**config.mk**
```make
export PLATFORM = sky130hd
export DESIGN_NAME = uart_src_arb
export DESIGN_NICKNAME = d
export VERILOG_FILES = /design/src/rtl/uart_src_arb.sv
export SDC_FILE = /design/constraint.sdc
export NUM_CORES = 1
export LEC_CHECK = 0
export ABC_AREA = 1
export CAP_MARGIN = 20
export CORE_MARGIN = 1
export CORE_UTILIZATION = 61
export CTS_BUF_LIST = sky130_fd_sc_hd__clkbuf_2
export DETAILED_ROUTE_END_ITERATION = 16
export PLACE_DENSITY = 0.84
export SETUP_SLACK_MARGIN = 0.1
export SLEW_MARGIN = 20
export SYNTH_ARGS = -nofsm -noshare
export SYNTH_HDL_FRONTEND = slang
export SYNTH_SLANG_ARGS = --single-unit
```
**constraint.sdc**
```tcl
create_clock -name clk -period 2.6 [get_ports clk]
set_input_delay 0.52 -clock clk [delete_from_list [all_inputs] [get_ports clk]]
set_output_delay 0.52 -clock clk [all_outputs]
set_load 0.02 [all_outputs]
```
**src/rtl/uart_src_arb.sv**
```systemverilog
// rtl/uart_src_arb.sv - two-source UART byte arbiter with per-source FIFOs
//
// Purpose: buffers bytes from two uart_rx sources (src0 = HC-01, src1 = BLE)
// in small FIFOs and grants one source per command frame to a single
// consumer over a valid/ready handshake. A frame ends when EOF_BYTE is
// loaded into the output register, or is aborted after TO_CYC idle cycles.
//
// Ports:
//   clk, rst_n            system clock, synchronous active-low reset
//   s0_data/s0_valid      src0 byte + one-cycle strobe
//   s1_data/s1_valid      src1 byte + one-cycle strobe
//   out_data/out_valid    granted byte, held until out_ready
//   out_ready             consumer accept
//   out_src               source of out_data
//   out_abort             one-cycle pulse on frame timeout
//   ovf_clr               clears the sticky overflow flags
//   s0_ovf/s1_ovf         sticky: a byte was dropped on a full FIFO
//
// Build option: define ARB_FIXED_PRIO_EN to make src0 always win in IDLE
// when both FIFOs hold data (default: round-robin on last_grant).

module uart_src_arb #(
  parameter int unsigned CLK_FRE    = 50,
  parameter int unsigned FIFO_DEPTH = 4,
  parameter int unsigned TIMEOUT_US = 2000,
  parameter logic [7:0]  EOF_BYTE   = 8'h0A
) (
  input  logic       clk,
  input  logic       rst_n,
  input  logic [7:0] s0_data,
  input  logic       s0_valid,
  input  logic [7:0] s1_data,
  input  logic       s1_valid,
  output logic [7:0] out_data,
  output logic       out_valid,
  input  logic       out_ready,
  output logic       out_src,
  output logic       out_abort,
  input  logic       ovf_clr,
  output logic       s0_ovf,
  output logic       s1_ovf
);

  localparam int unsigned AW     = $clog2(FIFO_DEPTH);
  localparam int unsigned CW     = AW + 1;
  localparam int unsigned TO_CYC = CLK_FRE * TIMEOUT_US;
  localparam int unsigned TW     = (TO_CYC > 1) ? $clog2(TO_CYC) : 1;
  localparam logic [TW-1:0] TO_LAST  = TW'(TO_CYC - 1);
  localparam logic [CW-1:0] FULL_CNT = CW'(FIFO_DEPTH);

  typedef enum logic [1:0] {IDLE = 2'd0, LOCK0 = 2'd1, LOCK1 = 2'd2} state_e;

  state_e          state_q;
  logic [7:0]      mem_q    [2][FIFO_DEPTH];
  logic [AW-1:0]   wr_ptr_q [2];
  logic [AW-1:0]   rd_ptr_q [2];
  logic [CW-1:0]   cnt_q    [2];
  logic [1:0]      ovf_q;
  logic            last_grant_q;
  logic [TW-1:0]   to_cnt_q;
  logic [7:0]      out_data_q;
  logic            out_valid_q;
  logic            out_src_q;
  logic            out_abort_q;

  logic [1:0]      in_valid, nonempty, full, pop, push, drop;
  logic [7:0]      in_data [2];
  logic            sel, locked, load, eof_load, pick1;
  logic [7:0]      head;

  assign in_valid   = {s1_valid, s0_valid};
  assign in_data[0] = s0_data;
  assign in_data[1] = s1_data;

  always_comb begin
    nonempty = '0;
    full     = '0;
    for (int i = 0; i < 2; i++) begin
      nonempty[i] = (cnt_q[i] != '0);
      full[i]     = (cnt_q[i] == FULL_CNT);
    end
  end

  assign sel      = (state_q == LOCK1);
  assign locked   = (state_q != IDLE);
  assign head     = mem_q[sel][rd_ptr_q[sel]];
  assign load     = locked && nonempty[sel] && (!out_valid_q || out_ready);
  assign eof_load = load && (head == EOF_BYTE);
  assign pop      = {load && sel, load && !sel};
  // A pop in the same cycle frees a slot, so a full FIFO still accepts.
  assign push     = in_valid & (~full | pop);
  assign drop     = in_valid & full & ~pop;

`ifdef ARB_FIXED_PRIO_EN
  assign pick1 = !nonempty[0];
`else
  // src1 wins if it is the only one waiting, or both wait and src0 went last.
  assign pick1 = nonempty[1] && (!nonempty[0] || !last_grant_q);
`endif

  // Storage is not reset; emptiness is carried by the pointers and counts.
  always_ff @(posedge clk) begin
    for (int i = 0; i < 2; i++) begin
      if (push[i]) mem_q[i][wr_ptr_q[i]] <= in_data[i];
    end
  end

  always_ff @(posedge clk) begin
    if (!rst_n) begin
      state_q      <= IDLE;
      last_grant_q <= 1'b1;
      to_cnt_q     <= '0;
      out_data_q   <= '0;
      out_valid_q  <= 1'b0;
      out_src_q    <= 1'b0;
      out_abort_q  <= 1'b0;
      ovf_q        <= '0;
      for (int i = 0; i < 2; i++) begin
        wr_ptr_q[i] <= '0;
        rd_ptr_q[i] <= '0;
        cnt_q[i]    <= '0;
      end
    end else begin
      for (int i = 0; i < 2; i++) begin
        if (push[i]) wr_ptr_q[i] <= wr_ptr_q[i] + 1'b1;
        if (pop[i])  rd_ptr_q[i] <= rd_ptr_q[i] + 1'b1;
        case ({push[i], pop[i]})
          2'b10:   cnt_q[i] <= cnt_q[i] + 1'b1;
          2'b01:   cnt_q[i] <= cnt_q[i] - 1'b1;
          default: ;
        endcase
        if (drop[i])     ovf_q[i] <= 1'b1;
        else if (ovf_clr) ovf_q[i] <= 1'b0;
      end

      out_abort_q <= 1'b0;
      if (load) begin
        out_data_q  <= head;
        out_valid_q <= 1'b1;
        out_src_q   <= sel;
      end else if (out_ready) begin
        out_valid_q <= 1'b0;
      end

      case (state_q)
        IDLE: begin
          to_cnt_q <= '0;
          if (|nonempty) state_q <= pick1 ? LOCK1 : LOCK0;
        end
        default: begin
          if (load) begin
            to_cnt_q <= '0;
            // EOF closes the frame on the same edge it is loaded.
            if (eof_load) begin
              last_grant_q <= sel;
              state_q      <= IDLE;
            end
          end else if (!nonempty[sel]) begin
            if (to_cnt_q == TO_LAST) begin
              out_abort_q  <= 1'b1;
              last_grant_q <= sel;
              state_q      <= IDLE;
              to_cnt_q     <= '0;
            end else begin
              to_cnt_q <= to_cnt_q + 1'b1;
            end
          end
        end
      endcase
    end
  end

  assign out_data  = out_data_q;
  assign out_valid = out_valid_q;
  assign out_src   = out_src_q;
  assign out_abort = out_abort_q;
  assign s0_ovf    = ovf_q[0];
  assign s1_ovf    = ovf_q[1];

endmodule

```
==> results.md <==
Logic synthesis:
- By area, the combinational part of the netlist is dominated by simple AND/OR/NAND/NOR gates.
- The cell area after synthesis is 5290 µm².
- Summing the areas of all fa, ha and maj instances in the mapped netlist gives under 10% of the synthesized area.
- The fraction of the mapped netlist area in simple logic gates is between 20% and 30%.
- For this run, the number of Yosys warnings is 0.
- The synthesized-area fraction occupied by xor and xnor cells is between 1.5 and 2%.
- Counting every net in the synthesized netlist gives 606.
- The share of the Yosys chip area taken by registers is between 50% and 60%.
- The average instance in the mapped netlist occupies 9.265 µm².
- The cell accounting for the most synthesized area is sky130_fd_sc_hd__edfxtp_1.
- The fraction of post-synthesis cell area in the top cell type by area is around 44%.
- The top flip-flop cell by instance count after synthesis is sky130_fd_sc_hd__edfxtp_1.
- The gate count after technology mapping is 571.
- The number of synthesized flops with an enable pin is 78.
- In the synthesized netlist, mux cells make up 0% of the area.
- By area the synthesized netlist is led by sky130_fd_sc_hd__edfxtp_1 (44%), sky130_fd_sc_hd__dfxtp_1 (12%), sky130_fd_sc_hd__nand2_1 (11%).
- The distinct cell type count of the synthesized netlist is 44.
- The flip-flop and latch count after synthesis is roughly 110.
- The fraction of synthesis flops using an asynchronous set or reset pin is 0%.
- Summing the areas of all compound-gate instances in the mapped netlist gives 3.974% of the synthesized area.

Detailed routing:
- The detailed-routing wirelength on met1 is about 4600 µm.
- The post-detailed-route via-to-cell ratio is 5.571.
- For this run, design rule violations remaining after detail routing come to 0.
- Once detail routing completed, the nets flagged for antenna violations numbered 0.
- After detailed routing, the met3 layer carries a little under 800 µm of wire.
- Dividing the detail-routed wire length by the instance count gives ~15 µm.
- The overall routed net length is around 11000 µm.
- The first-iteration detailed-routing DRC count is roughly 300.
- The via count of the routed design is between 4000 and 5000.
- The number of iterations in the first detailed-routing pass is 5.
- The highest metal layer carrying signal wires in the routed design is met4.
- The routed design uses around 5400 µm of met2 wire.

Placement:
- The number of port buffers is 34.
- The wire-length estimate of the detail-placed layout is approximately 7900 µm.
- At the end of routability-driven placement, the weighted congestion stood at around 0.85.

Global routing:
- The number of global-route vias before repair came to just under 4000.
- The number of antenna violations at the first check in global routing is 0.
- The pin count of the biggest net entering global routing is 44.
- The global-route wire length before repair is between 15000 and 20000 µm.
- The all-layer global routing usage is between 20% and 30%.
- The total congestion overflow is 0.

Setup path:
- The critical path in this run is classified as register to register.
- STA puts the critical path data required time at between 2 and 3 ns.
- The highest fanout seen on the critical path is 8.
- On the critical path, the stage with the largest delay is an instance of sky130_fd_sc_hd__nor2_1.
- On the worst path, the slowest cell contributes a delay of roughly 0.7 ns.
- The category of the worst setup path capture point is a register.
- The setup slack of the most critical reg-to-reg path is between 0.07 and 0.08 ns.
- Walking the worst path, the cells encountered are inv_1, ha_2, inv_2, nor2_2, inv_2, nand2_2, nand2_4, nand2_4, nor2_8, nand2_1, nand3_1, nand2_2, nor2_1.
- The worst setup path is launched from a register.
- Data on the critical path arrives at its endpoint at about 2.8 ns.

Hold path:
- The tightest min-delay check is of the primary input to register type.

STA:
- The post-route worst hold slack is around 0.47 ns.
- Setup repair after global routing could not meet its margin everywhere.
- For this run, the top clock speed supported by timing is around 0.40 GHz.
- The actual transition at the worst max-transition pin is a little over 0.9 ns.
- The worst path needs approximately 2.5 ns of the cycle, external delays included.
- The count of pins over their slew limit is 0.
- The headroom to the max-slew limit is approximately two fifths.
- Dividing the final minimum period by the clock period gives a little over nine tenths.
- The number of hold violations in the final report is 0.
- Between clock sinks in the finished design, the worst skew comes to slightly above 0.05 ns.
- The number of endpoints failing setup at the final stage is 0.

Cells and area:
- At the end of the flow, the number of nets in the layout was 652.
- The relative area change from synthesis to final layout is 13.15%.
- In the layout the commonest cells are sky130_fd_sc_hd__nand2_1 (157), sky130_fd_sc_hd__edfxtp_1 (78), sky130_fd_sc_hd__inv_1 (62).
- The leading cell type in the layout, fill and taps excluded is sky130_fd_sc_hd__nand2_1.
- 0 antenna diodes ended up in the layout.
- Of the cells placed in the final design, the portion with a size suffix greater than 1 is 13.34%.

Clock tree:
- Buffers inserted during clock tree synthesis total 9.
- Hold repair after CTS inserted 0 buffers.
- The tree is rooted in a sky130_fd_sc_hd__clkbuf_2.
- TritonCTS built the clock tree.
- The clock transition at the registers of the reported paths is approximately 0.36 ns.
- The clock network latency to the later pin of the worst-skew pair is about 0.63 ns.
- The maximum count of clock buffers along a single path is 2.
- The CTS H-tree depth is 3.
- CTS saw 111 sinks.

Die:
- Measured along the y axis, the die boundary spans roughly 95 µm.
- After floorplanning, the core was divided into 33 placement rows.
- The die area is about 9000 µm².
- The initial core utilization is a little under two thirds.
- The placeable core region is a little over 8000 µm².
- Pin placement for this block handled 35 I/O pins.
- The die width is ~95 µm.

Pwr:
- In this run the power density over the cells is around 970 nW/µm².
- The completed layout was analyzed and its total power is 5.801 mW.
- Summed over all cells, the static leakage comes to approximately 2.4 nW.
- The worst-case IR drop observed on VDD is between 500 and 600 µV.

Flow run:
- The total of max-cap violations is 0.

Run status:
- The run finished with clean final reports.
## synth_stat cells (2+ instances only)
master and n:
sky130_fd_sc_hd__xor2_1 9, sky130_fd_sc_hd__inv_2 8, sky130_fd_sc_hd__buf_6 3, sky130_fd_sc_hd__nor3_1 7, sky130_fd_sc_hd__a21oi_1 12, sky130_fd_sc_hd__o21ai_1 5, sky130_fd_sc_hd__o21ai_0 11, sky130_fd_sc_hd__nor2_4 2
sky130_fd_sc_hd__nand2_2 7, sky130_fd_sc_hd__nor4_1 4, sky130_fd_sc_hd__buf_4 4, sky130_fd_sc_hd__nor3_2 2, sky130_fd_sc_hd__nand4_1 12, sky130_fd_sc_hd__or2_1 2, sky130_fd_sc_hd__buf_2 5, sky130_fd_sc_hd__nand2_1 158
sky130_fd_sc_hd__nor2_2 4, sky130_fd_sc_hd__dfxtp_1 33, sky130_fd_sc_hd__ha_1 12, sky130_fd_sc_hd__clkbuf_1 2, sky130_fd_sc_hd__or2_2 2, sky130_fd_sc_hd__nor3b_1 3, sky130_fd_sc_hd__nand3_1 51, sky130_fd_sc_hd__clkinv_1 2
sky130_fd_sc_hd__nor2_1 50, sky130_fd_sc_hd__inv_1 62, sky130_fd_sc_hd__edfxtp_1 78, sky130_fd_sc_hd__nand2_4 4, sky130_fd_sc_hd__o21ai_2 2
## logic make-up after synthesis
family | after synthesis
and+or+nand+nor | 313
DFF | 111
buffers and inverters | 88
AOI/OAI and AO/OA | 36
adders and majority gates | 13
xor gates and xnor gates | 10
## layer usage
layer  track usage (%)  up-vias
met4             13.38        0
met3             4.864       27
met5                 0        -
met1             33.17     1910
li1                  -     1961
met2             44.70      152
## through the flow
step / cell area, µm² / setup TNS [ns] / worst slack, ns / cells / util [%]
2_1_floorplan: 5290 / 0 / 0.2051 / 571 / -
3_3_place_gp: 5794 / 0 / 0.02144 / 711 / 69.82
3_5_place_dp: 5794 / -0.3297 / -0.03301 / 711 / 69.82
4_1_cts: 5933 / 0 / 0.03326 / 727 / 71.49
5_1_grt: 5986 / -0.4874 / -0.1108 / 727 / 72.12
6_report: 5986 / 0 / 0.07987 / 727 / 72.12
## path summary, 6_finish.rpt
kind	from	end	cells past startpoint
setup / recovery	cnt_q[1][0]	mem_q[0][12]	13
hold / removal	s0_data[0]	mem_q[0][16]	1
setup reg to reg	cnt_q[1][0]	mem_q[0][12]	13
hold reg to reg	out_src	out_src	2
## registers in the layout (all words and copies together), names as in the netlist, 2 cells and up
register and count:
rd_ptr_q 4, ovf_q 2, cnt_q 6, wr_ptr_q 4
to_cnt_q 17, out_data 8, state_q 2, mem_q 64
## worst max-delay path, delay by kind of cell, from the launching register on
family	cells	cell delay, ns
buffers and inverters	3	0.18
flip-flops	1	0.44
AND/OR/NAND/NOR	9	1.32
adder cells (fa/ha/maj)	1	0.20
## report_power, final
part,switching [mW],total (mW),leakage (nW),internal (mW)
combinational,1.71,2.61,1.34,0.892
clock,0.639,0.813,0.0773,0.174
sequential,0.162,2.38,1.00,2.22
total,2.52,5.80,2.42,3.29
## repair_timing
action | 4_1_cts | 5_1_grt
endpoints found under the setup margin | 35 | 55
setup buffers | 0 | 0
hold endpoints to repair | 0 | 0
gates resized for setup | 3 | 16
## layout make-up
cell class / count / area, µm²
Fill cell: 596 / 2313
Clock inverter: 7 / 86.33
Tap cell: 105 / 131.4
Timing Repair Buffer: 50 / 473.0
Multi-Input combinational cell: 372 / 1968
Clock buffer: 9 / 45.04
Inverter: 73 / 276.5
Sequential cell: 111 / 3005
Note: power is estimated with default switching activity, not from simulation.
